**config.mk**
```make
export PLATFORM = sky130hd
export DESIGN_NAME = ibex_lsu_sync
export DESIGN_NICKNAME = d
export VERILOG_FILES = /design/src/rtl/ibex_pkg.sv /design/src/rtl/ibex_lsu_rdata_align.sv /design/src/rtl/ibex_lsu_sync.sv
export SDC_FILE = /design/constraint.sdc
export NUM_CORES = 1
export LEC_CHECK = 0
export CORE_MARGIN = 8
export CORE_UTILIZATION = 50
export DETAILED_ROUTE_END_ITERATION = 12
export PLACE_DENSITY = 0.85
export REMOVE_ABC_BUFFERS = 1
export SYNTH_ARGS = -nofsm -noshare
export SYNTH_HDL_FRONTEND = slang
export SYNTH_SLANG_ARGS = --single-unit
export TNS_END_PERCENT = 10
```
**constraint.sdc**
```tcl
create_clock -name clk_i -period 3.1 [get_ports clk_i]
set_input_delay 0.775 -clock clk_i [delete_from_list [all_inputs] [get_ports clk_i]]
set_output_delay 0.775 -clock clk_i [all_outputs]
set_load 0.01 [all_outputs]
```
**src/rtl/ibex_pkg.sv**
```systemverilog
// Shared LSU types and helpers.
// Provides the access-size and FSM-state enums plus small pure functions used
// by ibex_lsu_sync (size normalisation, split detection, byte-lane masks and
// store-data rotation).
package ibex_pkg;

  localparam int unsigned ADDR_W = 32;
  localparam int unsigned DATA_W = 32;

  typedef enum logic [1:0] {
    LSU_WORD = 2'b00,
    LSU_HALF = 2'b01,
    LSU_BYTE = 2'b10
  } lsu_type_e;

  typedef enum logic [2:0] {
    LSU_IDLE,
    LSU_REQ1,
    LSU_WAIT1,
    LSU_REQ2,
    LSU_WAIT2
  } lsu_state_e;

  // The unused encoding 2'b11 behaves as a word access.
  function automatic lsu_type_e norm_type(input logic [1:0] t);
    if (t == 2'b11) return LSU_WORD;
    return lsu_type_e'(t);
  endfunction

  function automatic logic [3:0] base_mask(input lsu_type_e t);
    case (t)
      LSU_HALF: return 4'b0011;
      LSU_BYTE: return 4'b0001;
      default:  return 4'b1111;
    endcase
  endfunction

  // An access splits when its bytes cross a word boundary.
  function automatic logic needs_split(input lsu_type_e t, input logic [1:0] off);
    return ((t == LSU_WORD) && (off != 2'd0)) || ((t == LSU_HALF) && (off == 2'd3));
  endfunction

  // Byte enables for the first (low word) or second (high word) phase.
  function automatic logic [3:0] phase_be(input lsu_type_e t, input logic [1:0] off,
                                          input logic second);
    logic [7:0] m;
    m = 8'({4'b0000, base_mask(t)} << off);
    return second ? 4'(m >> 4) : 4'(m);
  endfunction

  // Rotate store data left by whole bytes so byte 0 lands on lane 'off'.
  function automatic logic [DATA_W-1:0] rotl_bytes(input logic [DATA_W-1:0] d,
                                                   input logic [1:0] off);
    case (off)
      2'd1:    return {d[23:0], d[31:24]};
      2'd2:    return {d[15:0], d[31:16]};
      2'd3:    return {d[7:0],  d[31:8]};
      default: return d;
    endcase
  endfunction

endpackage

```
**src/rtl/ibex_lsu_rdata_align.sv**
```systemverilog
// Load-data alignment and extension (purely combinational).
// Ports:
//   data     - merged {high word, low word} read data
//   offset   - byte offset of the access within the low word
//   lsu_type - access size
//   sign_ext - 1 = sign-extend, 0 = zero-extend
//   result   - LSB-justified, extended load value
module ibex_lsu_rdata_align
  import ibex_pkg::*;
(
  input  logic [63:0] data,
  input  logic [1:0]  offset,
  input  lsu_type_e   lsu_type,
  input  logic        sign_ext,
  output logic [31:0] result
);

  logic [31:0] shifted;

  assign shifted = 32'(data >> {offset, 3'b000});

  always_comb begin
    result = shifted;
    case (lsu_type)
      LSU_HALF: result = {{16{sign_ext & shifted[15]}}, shifted[15:0]};
      LSU_BYTE: result = {{24{sign_ext & shifted[7]}},  shifted[7:0]};
      default:  result = shifted;
    endcase
  end

endmodule

```
**src/rtl/ibex_lsu_sync.sv**
```systemverilog
// Load/store unit between EX and the data-memory req/gnt/rvalid bus.
// Accepts one access at a time, splits misaligned accesses into two
// word-aligned bus transactions and returns aligned, extended load data.
// Ports:
//   clk_i, rst_i                   - clock, synchronous active-high reset
//   lsu_req_i .. adder_result_ex_i - request from ID/EX
//   data_*                         - data-memory bus
//   lsu_busy_o                     - unit is not idle
//   lsu_resp_valid_o/rdata_o/err_o - registered one-cycle completion
module ibex_lsu_sync
  import ibex_pkg::*;
(
  input  logic        clk_i,
  input  logic        rst_i,
  input  logic        lsu_req_i,
  input  logic        lsu_we_i,
  input  logic [1:0]  lsu_type_i,
  input  logic        lsu_sign_ext_i,
  input  logic [31:0] lsu_wdata_i,
  input  logic [31:0] adder_result_ex_i,
  output logic        data_req_o,
  input  logic        data_gnt_i,
  input  logic        data_rvalid_i,
  input  logic        data_err_i,
  input  logic [31:0] data_rdata_i,
  output logic [31:0] data_addr_o,
  output logic        data_we_o,
  output logic [3:0]  data_be_o,
  output logic [31:0] data_wdata_o,
  output logic        lsu_busy_o,
  output logic        lsu_resp_valid_o,
  output logic [31:0] lsu_rdata_o,
  output logic        lsu_err_o
);

  lsu_state_e  state;
  lsu_type_e   type_q;
  logic        sign_q;
  logic [1:0]  off_q;
  logic        split_q;
  logic [31:0] rdata_lo_q;

  logic        accept;
  lsu_type_e   req_type;
  logic [63:0] merged;
  logic [31:0] aligned;

  assign accept   = lsu_req_i & ~lsu_busy_o;
  assign req_type = norm_type(lsu_type_i);

  // Second-phase data sits above the buffered first word; single-phase loads see zeros above.
  assign merged = (state == LSU_WAIT2) ? {data_rdata_i, rdata_lo_q} : {32'h0, data_rdata_i};

  ibex_lsu_rdata_align u_align (
    .data     (merged),
    .offset   (off_q),
    .lsu_type (type_q),
    .sign_ext (sign_q),
    .result   (aligned)
  );

  // FSM with registered bus and response outputs.
  always_ff @(posedge clk_i) begin
    if (rst_i) begin
      state            <= LSU_IDLE;
      type_q           <= LSU_WORD;
      sign_q           <= 1'b0;
      off_q            <= 2'd0;
      split_q          <= 1'b0;
      rdata_lo_q       <= 32'h0;
      data_req_o       <= 1'b0;
      data_addr_o      <= 32'h0;
      data_we_o        <= 1'b0;
      data_be_o        <= 4'h0;
      data_wdata_o     <= 32'h0;
      lsu_busy_o       <= 1'b0;
      lsu_resp_valid_o <= 1'b0;
      lsu_rdata_o      <= 32'h0;
      lsu_err_o        <= 1'b0;
    end else begin
      lsu_resp_valid_o <= 1'b0;
      lsu_err_o        <= 1'b0;
      case (state)
        LSU_IDLE: begin
          if (accept) begin
            state        <= LSU_REQ1;
            lsu_busy_o   <= 1'b1;
            type_q       <= req_type;
            sign_q       <= lsu_sign_ext_i;
            off_q        <= adder_result_ex_i[1:0];
            split_q      <= needs_split(req_type, adder_result_ex_i[1:0]);
            data_req_o   <= 1'b1;
            data_addr_o  <= {adder_result_ex_i[31:2], 2'b00};
            data_we_o    <= lsu_we_i;
            data_be_o    <= phase_be(req_type, adder_result_ex_i[1:0], 1'b0);
            data_wdata_o <= rotl_bytes(lsu_wdata_i, adder_result_ex_i[1:0]);
          end
        end
        LSU_REQ1: begin
          if (data_gnt_i) begin
            state      <= LSU_WAIT1;
            data_req_o <= 1'b0;
          end
        end
        LSU_WAIT1: begin
          if (data_rvalid_i) begin
            if (!data_err_i && split_q) begin
              state       <= LSU_REQ2;
              rdata_lo_q  <= data_rdata_i;
              data_req_o  <= 1'b1;
              data_addr_o <= data_addr_o + 32'd4;
              data_be_o   <= phase_be(type_q, off_q, 1'b1);
            end else begin
              state            <= LSU_IDLE;
              lsu_busy_o       <= 1'b0;
              lsu_resp_valid_o <= 1'b1;
              lsu_err_o        <= data_err_i;
              lsu_rdata_o      <= data_we_o ? 32'h0 : aligned;
            end
          end
        end
        LSU_REQ2: begin
          if (data_gnt_i) begin
            state      <= LSU_WAIT2;
            data_req_o <= 1'b0;
          end
        end
        LSU_WAIT2: begin
          if (data_rvalid_i) begin
            state            <= LSU_IDLE;
            lsu_busy_o       <= 1'b0;
            lsu_resp_valid_o <= 1'b1;
            lsu_err_o        <= data_err_i;
            lsu_rdata_o      <= data_we_o ? 32'h0 : aligned;
          end
        end
        default: begin
          state      <= LSU_IDLE;
          lsu_busy_o <= 1'b0;
          data_req_o <= 1'b0;
        end
      endcase
    end
  end

endmodule

```
# After elaboration in Yosys (flattened, before gate mapping)
# Cells that the tools add are included.
totals:
  output_inout_bits: 105
  reg_bits: 146
op_classes:
  n_eq_ne: 20
  bitwise: 6
  reduce_logical: 18
  shift: 3
  mux: 52
  add_sub_neg: 1
ops:
  columns: ["operator", "n"]
  rows:
  - ["2-to-1 mux 32 bit", 7]
  - ["case mux 32 bit (2 select lines)", 3]
  - ["case mux 32 bit (3 select lines)", 1]
  - ["2-to-1 mux 64 bit", 1]
  - [">> shifter 64 x 5 -> 32 bit", 1]
  - ["2-to-1 mux 4 bit", 10]
  - ["adder 32 x 3 -> 32 bit (second input constant)", 1]
  - ["case mux 4 bit (2 select lines)", 3]
  - ["2-to-1 mux 3 bit", 5]
  - ["case mux 3 bit (5 select lines)", 1]
  - ["AND reduction 5 bit", 3]
  - ["2-to-1 mux 1 bit", 14]
  - ["!= test 2 bit (second input constant)", 7]
  - ["equality test 2 bit (second input constant)", 5]
  - ["case mux 1 bit (4 select lines)", 2]
  - ["AND reduction 4 bit", 2]
  - ["<< shifter 4 x 2 -> 8 bit", 1]
  - ["equality test 2 x 1 -> 1 bit (second input constant)", 3]
  - ["equality test 3 x 2 -> 1 bit (second input constant)", 2]
  - ["2-to-1 mux 2 bit", 3]
  - ["nonzero test 2 bit", 3]
  - ["case mux 1 bit (2 select lines)", 2]
  - ["<< shifter 4 x 2 -> 4 bit", 1]
  - ["bitwise AND 1 bit", 3]
  - ["other kinds (12)", 16]

# Longest topological paths before layout
# Gate-level depths: netlist of the first run.
logic_depth:
  depth_word: 11
  mapped_depth: 8

# Modules after synthesis
# A second synthesis of the first run with hierarchy kept.
unflattened:
  hier_cells: 1005
  hier_area_um2: 8769.7
by_module_without_submodules:
  columns: ["module", "cells_per_inst", "instances", "area_per_inst_um2"]
  rows:
  - ["ibex_lsu_sync", 921, 1, 7728.7]
  - ["ibex_lsu_rdata_align", 84, 1, 1041.0]

# Worst setup path before layout of the first run
# No wires, ideal clock.
synth_path:
  kind: "input to register"
  startpoint: "input port data_rvalid_i"
  endpoint: "register lsu_rdata_o[15]"
  path_buffers: 3
  setup_time_ns: 0.106
  setup_slack_ns: 0.669
  arrival_ns: 2.325
  path_stages: 8
  path_cell_list: "buf_4 > nand2b_4 > or3_1 > or2_2 > buf_6 > or4_1 > buf_2 > o311ai_0"
synth_between:
  elab_chain_len: 2
synth_rtl:
  columns: ["element", "line", "source"]
  rows:
  - ["start, declared", "ibex_lsu_sync.sv:23", "input logic data_rvalid_i,"]
  - ["!= test 2 bit (no line)", null, null]
  - ["AND reduction 4 bit (no line) (*)", null, null]
  - ["end signal, assigned", "ibex_lsu_sync.sv:118", "lsu_rdata_o <= data_we_o ? 32'h0 : aligned;"]
  - ["end signal, assigned", "ibex_lsu_sync.sv:134", "lsu_rdata_o <= data_we_o ? 32'h0 : aligned;"]
  - ["end, declared", "ibex_lsu_sync.sv:32", "output logic [31:0] lsu_rdata_o,"]
# Mark *: on every way between the ends. The rest lies on a longest branch, timed or not.
# A chain may end at the register's enable or synchronous reset.

# Worst setup path in the final report of the first run
layout_path:
  startpoint: "input port lsu_req_i"
  endpoint: "register data_addr_o[28]"
layout_between:
  elab_chain_len: 3
layout_rtl:
  columns: ["element", "line", "source"]
  rows:
  - ["start, declared", "ibex_lsu_sync.sv:15", "input logic lsu_req_i,"]
  - ["bitwise AND 1 bit", "ibex_lsu_sync.sv:48", "assign accept = lsu_req_i & ~lsu_busy_o;"]
  - ["!= test 2 bit (no line)", null, null]
  - ["AND reduction 4 bit (no line)", null, null]
  - ["end signal, assigned", "ibex_lsu_sync.sv:93", "data_addr_o <= {adder_result_ex_i[31:2], 2'b00};"]
  - ["end signal, assigned", "ibex_lsu_sync.sv:111", "data_addr_o <= data_addr_o + 32'd4;"]
  - ["end, declared", "ibex_lsu_sync.sv:26", "output logic [31:0] data_addr_o,"]
# No other way between the ends.

==> results of run 1 <==
[layout make-up]
class	count	area share
well taps	220	0.0244
repair buffers	245	0.213
clock buffers	19	0.0393
clock inverters	13	0.0185
inverters	10	0.00333
multi-input cells	708	0.446
flip-flops and latches	144	0.256
[metal layers]
metal	up-vias	wire length (um)
met5	-	0
met4	0	735
met3	58	2550
met2	409	12600
met1	3974	10000
li1	3841	-
[cell usage after synthesis (7+ instances only)]
library cell    n  share of area
o21ai_0        30          0.018
inv_1          10         0.0045
nand2b_1       11         0.0083
nand4_1        11         0.0083
dfxtp_1       144           0.35
a22oi_1         8         0.0072
a21o_1          7         0.0063
o211ai_1        9         0.0081
clkbuf_1       52          0.023
nor2_1         30          0.014
a21oi_1       111          0.067
a211oi_1       11         0.0099
a22o_1         16          0.017
mux4_2         61           0.17
mux2i_1        31          0.037
nand3_1        45          0.027
a31oi_1         7         0.0053
nand2_1       205          0.092
buf_2          21          0.013
nor3_1         21          0.013
ha_1            7          0.011
[worst max-delay path: cells and delay by family]
kind                   cells  cell delay (ns)
and+or+nand+nor            4             1.02
buffers and inverters      2             0.67
AOI/OAI and AO/OA          1             0.44
[final timing paths]
| kind | startpoint | endpoint | cells after the start |
|---|---|---|---|
| setup / recovery | lsu_req_i | data_addr_o[28]$_SDFFE_PP0P_ | 7 |
| hold / removal | data_wdata_o[3]$_SDFFE_PP0P_ | data_wdata_o[3]$_SDFFE_PP0P_ | 2 |
| setup reg to reg | state[2]$_SDFFE_PP0P_ | lsu_rdata_o[9]$_SDFFE_PP0P_ | 5 |
| hold reg to reg | data_wdata_o[3]$_SDFFE_PP0P_ | data_wdata_o[3]$_SDFFE_PP0P_ | 2 |
[state kept, by name, indices dropped and copies added, names as in the netlist, 2 cells and up]
| signal | flops |
|---|---|
| off_q | 2 |
| lsu_rdata_o | 32 |
| data_wdata_o | 32 |
| type_q | 2 |
| rdata_lo_q | 32 |
| state | 3 |
| data_be_o | 4 |
| data_addr_o | 30 |
[power groups by stage]
stage / Combinational (mW) / Clock, mW / Sequential [mW]
global route: 1.31 / 2.38 / 2.09
floorplan: 0.513 / 0 / 2.17
CTS: 1.21 / 2.29 / 2.07
finish: 1.21 / 2.27 / 2.08
detailed placement: 1.20 / 0 / 2.11
global placement: 1.17 / 0 / 2.11
[per-stage QoR]
step | setup slack, ns | utilization | cells | TNS (ns)
after floorplan | -2.28 | - | 862 | -147.03
after global placement | 0.186 | 0.647 | 1327 | 0
after detailed placement | 0.138 | 0.647 | 1327 | 0
after CTS | 0.491 | 0.687 | 1359 | 0
after global routing | 0.355 | 0.687 | 1359 | 0
final | 0.498 | 0.687 | 1359 | 0
[cells by family after synthesis]
family          synth area share
mux                        0.207
fa+ha+maj                 0.0105
other cells             0.000451
buf+inv                   0.0547
compound gates             0.177
flops                      0.346
simple gates               0.204
==> impl_metrics.yaml, run 1 <==
run_status:
  status: "completed"
timing:
  worst_pin_slew_ns: 0.868
  rsz0062_at_grt: "no"
  finalHoldViolCount: 0
  fmax_mhz: 384
  max-slew-margin-rel: 0.421
  setup_violations: 0
  maxSlewViolCount: 0
  finalCriticalPeriod_ns: 2.60
  hold_ws_ns: 0.452
  skew_ns: 0.00969
  period_share: 0.839
global_routing:
  grt_max_degree: 55
  met2_usage: 0.404
  use_met3: 0.0830
  grt_use_total: 0.242
  grt_overflow_total: 0
  grt_pass1_vias: 8375
  grt-busiest-layer: "met2"
  grtUsageMet1: 0.275
  grt_pass1_wl_um: 42300
  antenna_found_initial: 0
critical_path:
  max_stage_delay_ns: 0.47
  cp_cell_sequence: "clkdlybuf4s50_1, or3b_1, a211o_1, nor2_2, buf_12, nor3_1, nor4_1"
  arrival_ns: 2.91
  worst-r2r-setup-slack_ns: 0.50
  critical_path_required_ns: 3.41
  crit_fanout: 30
  cp_slowest_cell: "clkdlybuf4s50_1"
  worst-setup-path-type: "input pin to flop"
  endpoint_kind: "flop"
  start_kind: "input pin"
layout:
  n_antenna_cell: 0
  syn2layout_area_growth_pct: 35.4
  final_cell_area_um2: 11300
  mostFrequentLayoutCells: "nand2_1 (205), clkdlybuf4s50_1 (205), dfxtp_1 (143)"
  drive_above_1_share: 0.133
  regArea_um2: 2880
  nets: 1239
  multiInputGateArea_um2: 5020
  fillers: 1248
routing:
  wl_per_cell_um: 19.1
  routed_wl_um: 25900
  ant_nets: 0
  first_pass_iters: 5
  vias: 8282
  routed_via_density: 6.09
  drc: 0
  drtIter0Drc: 657
yosys:
  synth_seq_cells: 144
  ys_types: 69
  yosys_warnings: 0
  yosysSeqAreaShare: 0.346
  synth_edf_count: 0
  syn_area_um2: 8320
  syn_area_per_cell_um2: 8.77
  syn_inst: 949
  synth_ff_type: "dfxtp_1"
  synthArstFlopShare: 0
die:
  dieArea_um2: 21000
  coreArea_um2: 16400
  die_w_um: 145
  initial_core_util: 0.507
  die_y_um: 145
  ios: 211
  rows: 47
placement:
  numPortBuffers: 208
  place.gp.congestion: 0.858
  dp_hpwl_um: 18300
  place_area_um2: 10600
power:
  seqPwrFrac: 0.374
  p_int_mw: 4.04
  vdd_drop_max_mv: 0.394
  power_frac_comb: 0.218
  power.density_nw_per_um2: 493
  power.switching_mw: 1.51
  netSwitchingFraction: 0.272
  clockPowerShare: 0.408
  total_power_mw: 5.55
  leakagePower_nw: 3.97
clock_tree:
  clkTransAtPathRegs_ns: 0.06
  cts_tree: "built"
  cts_sinks: 144
  clk_latency_ns: 0.42
  cts_resized: 0
  hold_buffers: 0
  post_cts_buffers: 0
  cts_buffers: 17
  root_buffer: "clkbuf_16"
  cts_buffer_depth: 2
  cts-htree-levels: 4
hold_path:
  worstHoldPathType: "flop to flop"
job:
  maxCapViolCount: 0
Note: power is estimated with default switching activity, not from simulation.
==> run 2: changes to the inputs <==
CORE_UTILIZATION = 45   (was 50)
PLACE_DENSITY = 0.81   (was 0.85)
clock period = 2.3 ns   (was 3.1 ns; I/O delays follow)
==> impl_metrics.yaml, run 2 (synthesis results as in run 1) <==
run_status:
  status: "completed"
die:
  dieArea_um2: 23100
  coreArea_um2: 18000
  rows: 49
  initial_core_util: 0.462
  ios: 211
  die_y_um: 152
  die_w_um: 152
hold_path:
  worstHoldPathType: "flop to flop"
  whs_path_depth: 2
  hp-start: "data_wdata_o[9]$_SDFFE_PP0P_"
clock_tree:
  clkTransAtPathRegs_ns: 0.06
  cts_buffer_depth: 2
  cts_buffers: 17
  cts-htree-levels: 4
  cts_tree: "built"
  clk_latency_ns: 0.42
  root_buffer: "clkbuf_16"
  cts_sinks: 144
routing:
  routed_wl_um: 26800
  drtIter0Drc: 624
  drc: 0
  vias: 8404
  routed_via_density: 5.97
  ant_nets: 0
  first_pass_iters: 6
  wl_per_cell_um: 19.1
critical_path:
  crit_start: "lsu_req_i"
  worst-r2r-setup-slack_ns: 0.12
  max_stage_delay_ns: 0.48
  reg2reg_to: "data_addr_o[16]$_SDFFE_PP0P_"
  critical_path_required_ns: 2.64
  endpoint_kind: "flop"
  start_kind: "input pin"
  r2r_start: "state[1]$_SDFFE_PP0P_"
  arrival_ns: 2.57
  crit_fanout: 4
  cp_slowest_cell: "clkdlybuf4s50_1"
  r2r_cells: 6
  worstSetupEndpoint: "data_addr_o[29]$_SDFFE_PP0P_"
  worst-setup-path-type: "input pin to flop"
  cp_cell_sequence: "clkdlybuf4s50_1, or3b_1, a211o_1, or3_1, mux2_2, a31oi_1"
power:
  leakagePower_nw: 4.19
  netSwitchingFraction: 0.269
  power.switching_mw: 2.03
  power.density_nw_per_um2: 646
  p_int_mw: 5.49
  total_power_mw: 7.52
  seqPwrFrac: 0.371
  vdd_drop_max_mv: 0.526
  power_frac_comb: 0.229
  clockPowerShare: 0.400
placement:
  dp_hpwl_um: 19400
  numPortBuffers: 208
  place.gp.congestion: 0.890
  place_area_um2: 11000
  place_inst: 1377
  dpl_worst_slack_ns: -0.346
layout:
  mostFrequentLayoutCells: "nand2_1 (204), clkdlybuf4s50_1 (204), dfxtp_1 (143)"
  final_cell_area_um2: 11600
  fillers: 1449
  drive_above_1_share: 0.161
  reg_top3: "data_wdata_o: 32 flops, lsu_rdata_o: 32 flops, rdata_lo_q: 32 flops"
  stdcell_count: 1407
  n_antenna_cell: 0
  syn2layout_area_growth_pct: 39.8
  nets: 1280
global_routing:
  grt_max_degree: 117
  grt_pass1_vias: 8102
  grt_overflow_total: 0
  grt_pass1_wl_um: 42500
  grt_use_total: 0.221
  antenna_found_initial: 1
timing:
  max-slew-margin-rel: 0.580
  finalHoldViolCount: 0
  period_share: 0.969
  fmax_mhz: 449
  skew_ns: 0.00798
  rsz0062_at_grt: "yes"
  layout_setup_ws_ns: 0.0724
  maxSlewViolCount: 0
  setup_violations: 0
  finalCriticalPeriod_ns: 2.23
  fin_setup_tns_ns: 0
  worst_pin_slew_ns: 0.625
job:
  maxCapViolCount: 0
-- run 2: cell count changes in the layout (fill, tap and decap cells not counted), sizes merged --
cell           previous run  this run
clkdlybuf4s50           205       204
buf                      40        81
dlymetal6s2s              0         1
inv                      11        10
clkinvlp                  3         2
-- run 2: stage by stage --
stage / utilization / hold slack [ns]
floorplan: - / 0.426
global placement: 0.609 / 0.435
detailed placement: 0.609 / 0.444
CTS: 0.645 / 0.452
global route: 0.645 / 0.472
finish: 0.645 / 0.450
-- run 2: cell type report --
type                            count  area [um^2]  area share
Sequential cell                   144         2880       0.248
Inverter                           10         37.5     0.00323
Tap cell                          229          287      0.0246
Clock inverter                     11          189      0.0162
Multi-Input combinational cell    708         5030       0.433
Clock buffer                       19          443      0.0381
Timing Repair Buffer              286         2760       0.237
-- run 2: critical path, delay by kind of cell --
family,cells,cell delay (ns)
simple gates,2,0.79
buf+inv,1,0.48
compound gates,2,0.48
mux,1,0.26
-- run 2: worst min-delay path by stage --
| stage | slack, ns | to |
|---|---|---|
| floorplan | 0.43 | rdata_lo_q[0]$_SDFFE_PP0P_ |
| global placement | 0.43 | lsu_rdata_o[1]$_SDFFE_PP0P_ |
| detailed placement | 0.44 | data_wdata_o[9]$_SDFFE_PP0P_ |
| CTS | 0.45 | data_wdata_o[1]$_SDFFE_PP0P_ |
| global route | 0.47 | data_wdata_o[21]$_SDFFE_PP0P_ |
| finish | 0.45 | data_wdata_o[9]$_SDFFE_PP0P_ |
-- run 2: power by group through the flow --
stage / clock, mW / combinational [mW] / sequential [mW]
2_1_floorplan: 0 / 0.691 / 2.92
3_3_place_gp: 0 / 1.67 / 2.84
3_5_place_dp: 0 / 1.70 / 2.84
4_1_cts: 3.03 / 1.72 / 2.79
5_1_grt: 3.14 / 1.85 / 2.81
6_report: 3.01 / 1.72 / 2.79
-- run 2: routing by layer --
metal / up-vias / track usage / share of wire
met2: 382 / 0.363 / 0.49
met1: 4036 / 0.266 / 0.39
met3: 50 / 0.0658 / 0.093
li1: 3934 / - / -
met5: - / 0 / 0.00048
met4: 2 / 0.0901 / 0.023
-- run 2: repair_timing --
action                                  in CTS  in global routing
buffers inserted                             0                  0
resized for setup                            0                  5
hold buffers                                 0                  0
endpoints found under the setup margin       0                 28
==> run 3: changes to the inputs <==
GPL_TIMING_DRIVEN = 0   (was default)
==> impl_metrics.yaml, run 3 (synthesis results as in run 1) <==
hold_path:
  worstHoldPathType: "flop to flop"
clock_tree:
  cts_buffers: 17
  hold_buffers: 0
  cts-htree-levels: 4
  clkTransAtPathRegs_ns: 0.06
  cts_buffer_depth: 2
  cts_sinks: 144
  clk_latency_ns: 0.43
  cts_tree: "built"
  root_buffer: "clkbuf_16"
layout:
  drive_above_1_share: 0.161
  reg_top3: "data_wdata_o: 32 flops, lsu_rdata_o: 32 flops, rdata_lo_q: 32 flops"
  syn2layout_area_growth_pct: 40.2
  n_antenna_cell: 0
  nets: 1255
  finish.utilization: 0.647
  mostFrequentLayoutCells: "nand2_1 (204), clkdlybuf4s50_1 (202), dfxtp_1 (138)"
  regArea_um2: 2900
  multiInputGateArea_um2: 5250
  fillers: 1419
  layout_commonest_cell: "nand2_1"
timing:
  worst_pin_slew_ns: 0.833
  setup_violations: 0
  hold_ws_ns: 0.450
  layout_setup_ws_ns: 0.0707
  maxSlewViolCount: 0
  finalHoldViolCount: 0
  max-slew-margin-rel: 0.444
  fmax_mhz: 449
  period_share: 0.969
  fin_setup_tns_ns: 0
  finalCriticalPeriod_ns: 2.23
  skew_ns: 0.0106
placement:
  dp_hpwl_um: 17700
  numPortBuffers: 208
  place.gp.congestion: 0.831
  dpl_worst_slack_ns: -1.44
die:
  die_y_um: 152
  coreArea_um2: 18000
  ios: 211
  die_w_um: 152
  initial_core_util: 0.462
  dieArea_um2: 23100
  rows: 49
routing:
  vias: 8494
  wl_per_cell_um: 20.3
  first_pass_iters: 5
  drc: 0
  drtIter0Drc: 688
  routed_wl_um: 28100
  routed_via_density: 6.14
  ant_nets: 0
global_routing:
  grt_overflow_total: 0
  antenna_found_initial: 3
  grt_pass1_vias: 8072
  grt_pass1_wl_um: 43800
  grt_use_total: 0.230
  grt_max_degree: 64
critical_path:
  reg2reg_to: "lsu_rdata_o[15]$_SDFFE_PP0P_"
  arrival_ns: 2.55
  worstSetupEndpoint: "lsu_rdata_o[15]$_SDFFE_PP0P_"
  worst-r2r-setup-slack_ns: 0.08
  endpoint_kind: "flop"
  r2r_start: "state[0]$_SDFFE_PP0P_"
  crit_start: "rst_i"
  start_kind: "input pin"
  crit_fanout: 63
  worst-setup-path-type: "input pin to flop"
  critical_path_required_ns: 2.62
  r2r_cells: 5
power:
  total_power_mw: 7.37
  power.density_nw_per_um2: 632
  leakagePower_nw: 4.14
  vdd_drop_max_mv: 0.547
job:
  maxCapViolCount: 0
run_status:
  status: "completed"
[run 3: how the worst min path moves through the flow]
stage	cells past startpoint	slack [ns]	endpoint	from
3_5_place_dp	2	0.44	data_wdata_o[2]$_SDFFE_PP0P_	data_wdata_o[2]$_SDFFE_PP0P_
3_3_place_gp	2	0.44	data_wdata_o[23]$_SDFFE_PP0P_	data_wdata_o[23]$_SDFFE_PP0P_
2_1_floorplan	2	0.43	rdata_lo_q[0]$_SDFFE_PP0P_	rdata_lo_q[0]$_SDFFE_PP0P_
4_1_cts	2	0.45	data_wdata_o[11]$_SDFFE_PP0P_	data_wdata_o[11]$_SDFFE_PP0P_
5_1_grt	3	0.45	lsu_err_o$_SDFF_PP0_	data_err_i
6_report	2	0.45	data_wdata_o[1]$_SDFFE_PP0P_	data_wdata_o[1]$_SDFFE_PP0P_
[run 3: repair_timing]
item | 4_1_cts | 5_1_grt
endpoints found under the setup margin | 136 | 69
gates resized for setup | 31 | 13
cloned | 6 | 1
pin swaps | 7 | 8
buffers inserted | 13 | 18
[run 3: through the flow]
| stage | instance area (um^2) | cells |
|---|---|---|
| floorplan | 7910 | 862 |
| global placement | 10300 | 1299 |
| detailed placement | 10500 | 1314 |
| CTS | 11400 | 1365 |
| global route | 11700 | 1384 |
| finish | 11700 | 1384 |
[run 3: cell type report]
type	instances	area share
Multi-Input combinational cell	715	0.450
Sequential cell	144	0.249
Timing Repair Buffer	254	0.222
Clock buffer	24	0.0421
Tap cell	229	0.0246
Clock inverter	8	0.00890
Inverter	10	0.00322
[run 3: layer usage]
metal | wire, um | GRT usage | up-vias | share of wire
met5 | 37 | 0 | - | 0.0013
li1 | - | - | 3902 | -
met1 | 11100 | 0.277 | 4083 | 0.39
met3 | 2610 | 0.0756 | 76 | 0.093
met2 | 13400 | 0.365 | 427 | 0.48
met4 | 988 | 0.107 | 6 | 0.035
[run 3: power breakdown]
group	internal, mW	total, mW	leakage (nW)	switching [mW]
clock network	1.72	2.82	0.290	1.10
logic	0.889	1.71	2.68	0.824
registers	2.65	2.84	1.18	0.196
[run 3: worst max-delay path, cell delays in order]
cell and delay [ns]:
buf_6 0.20, buf_16 0.24, or3_1 0.48, or2_4 0.32, or4_4 0.52, o311ai_0 0.12
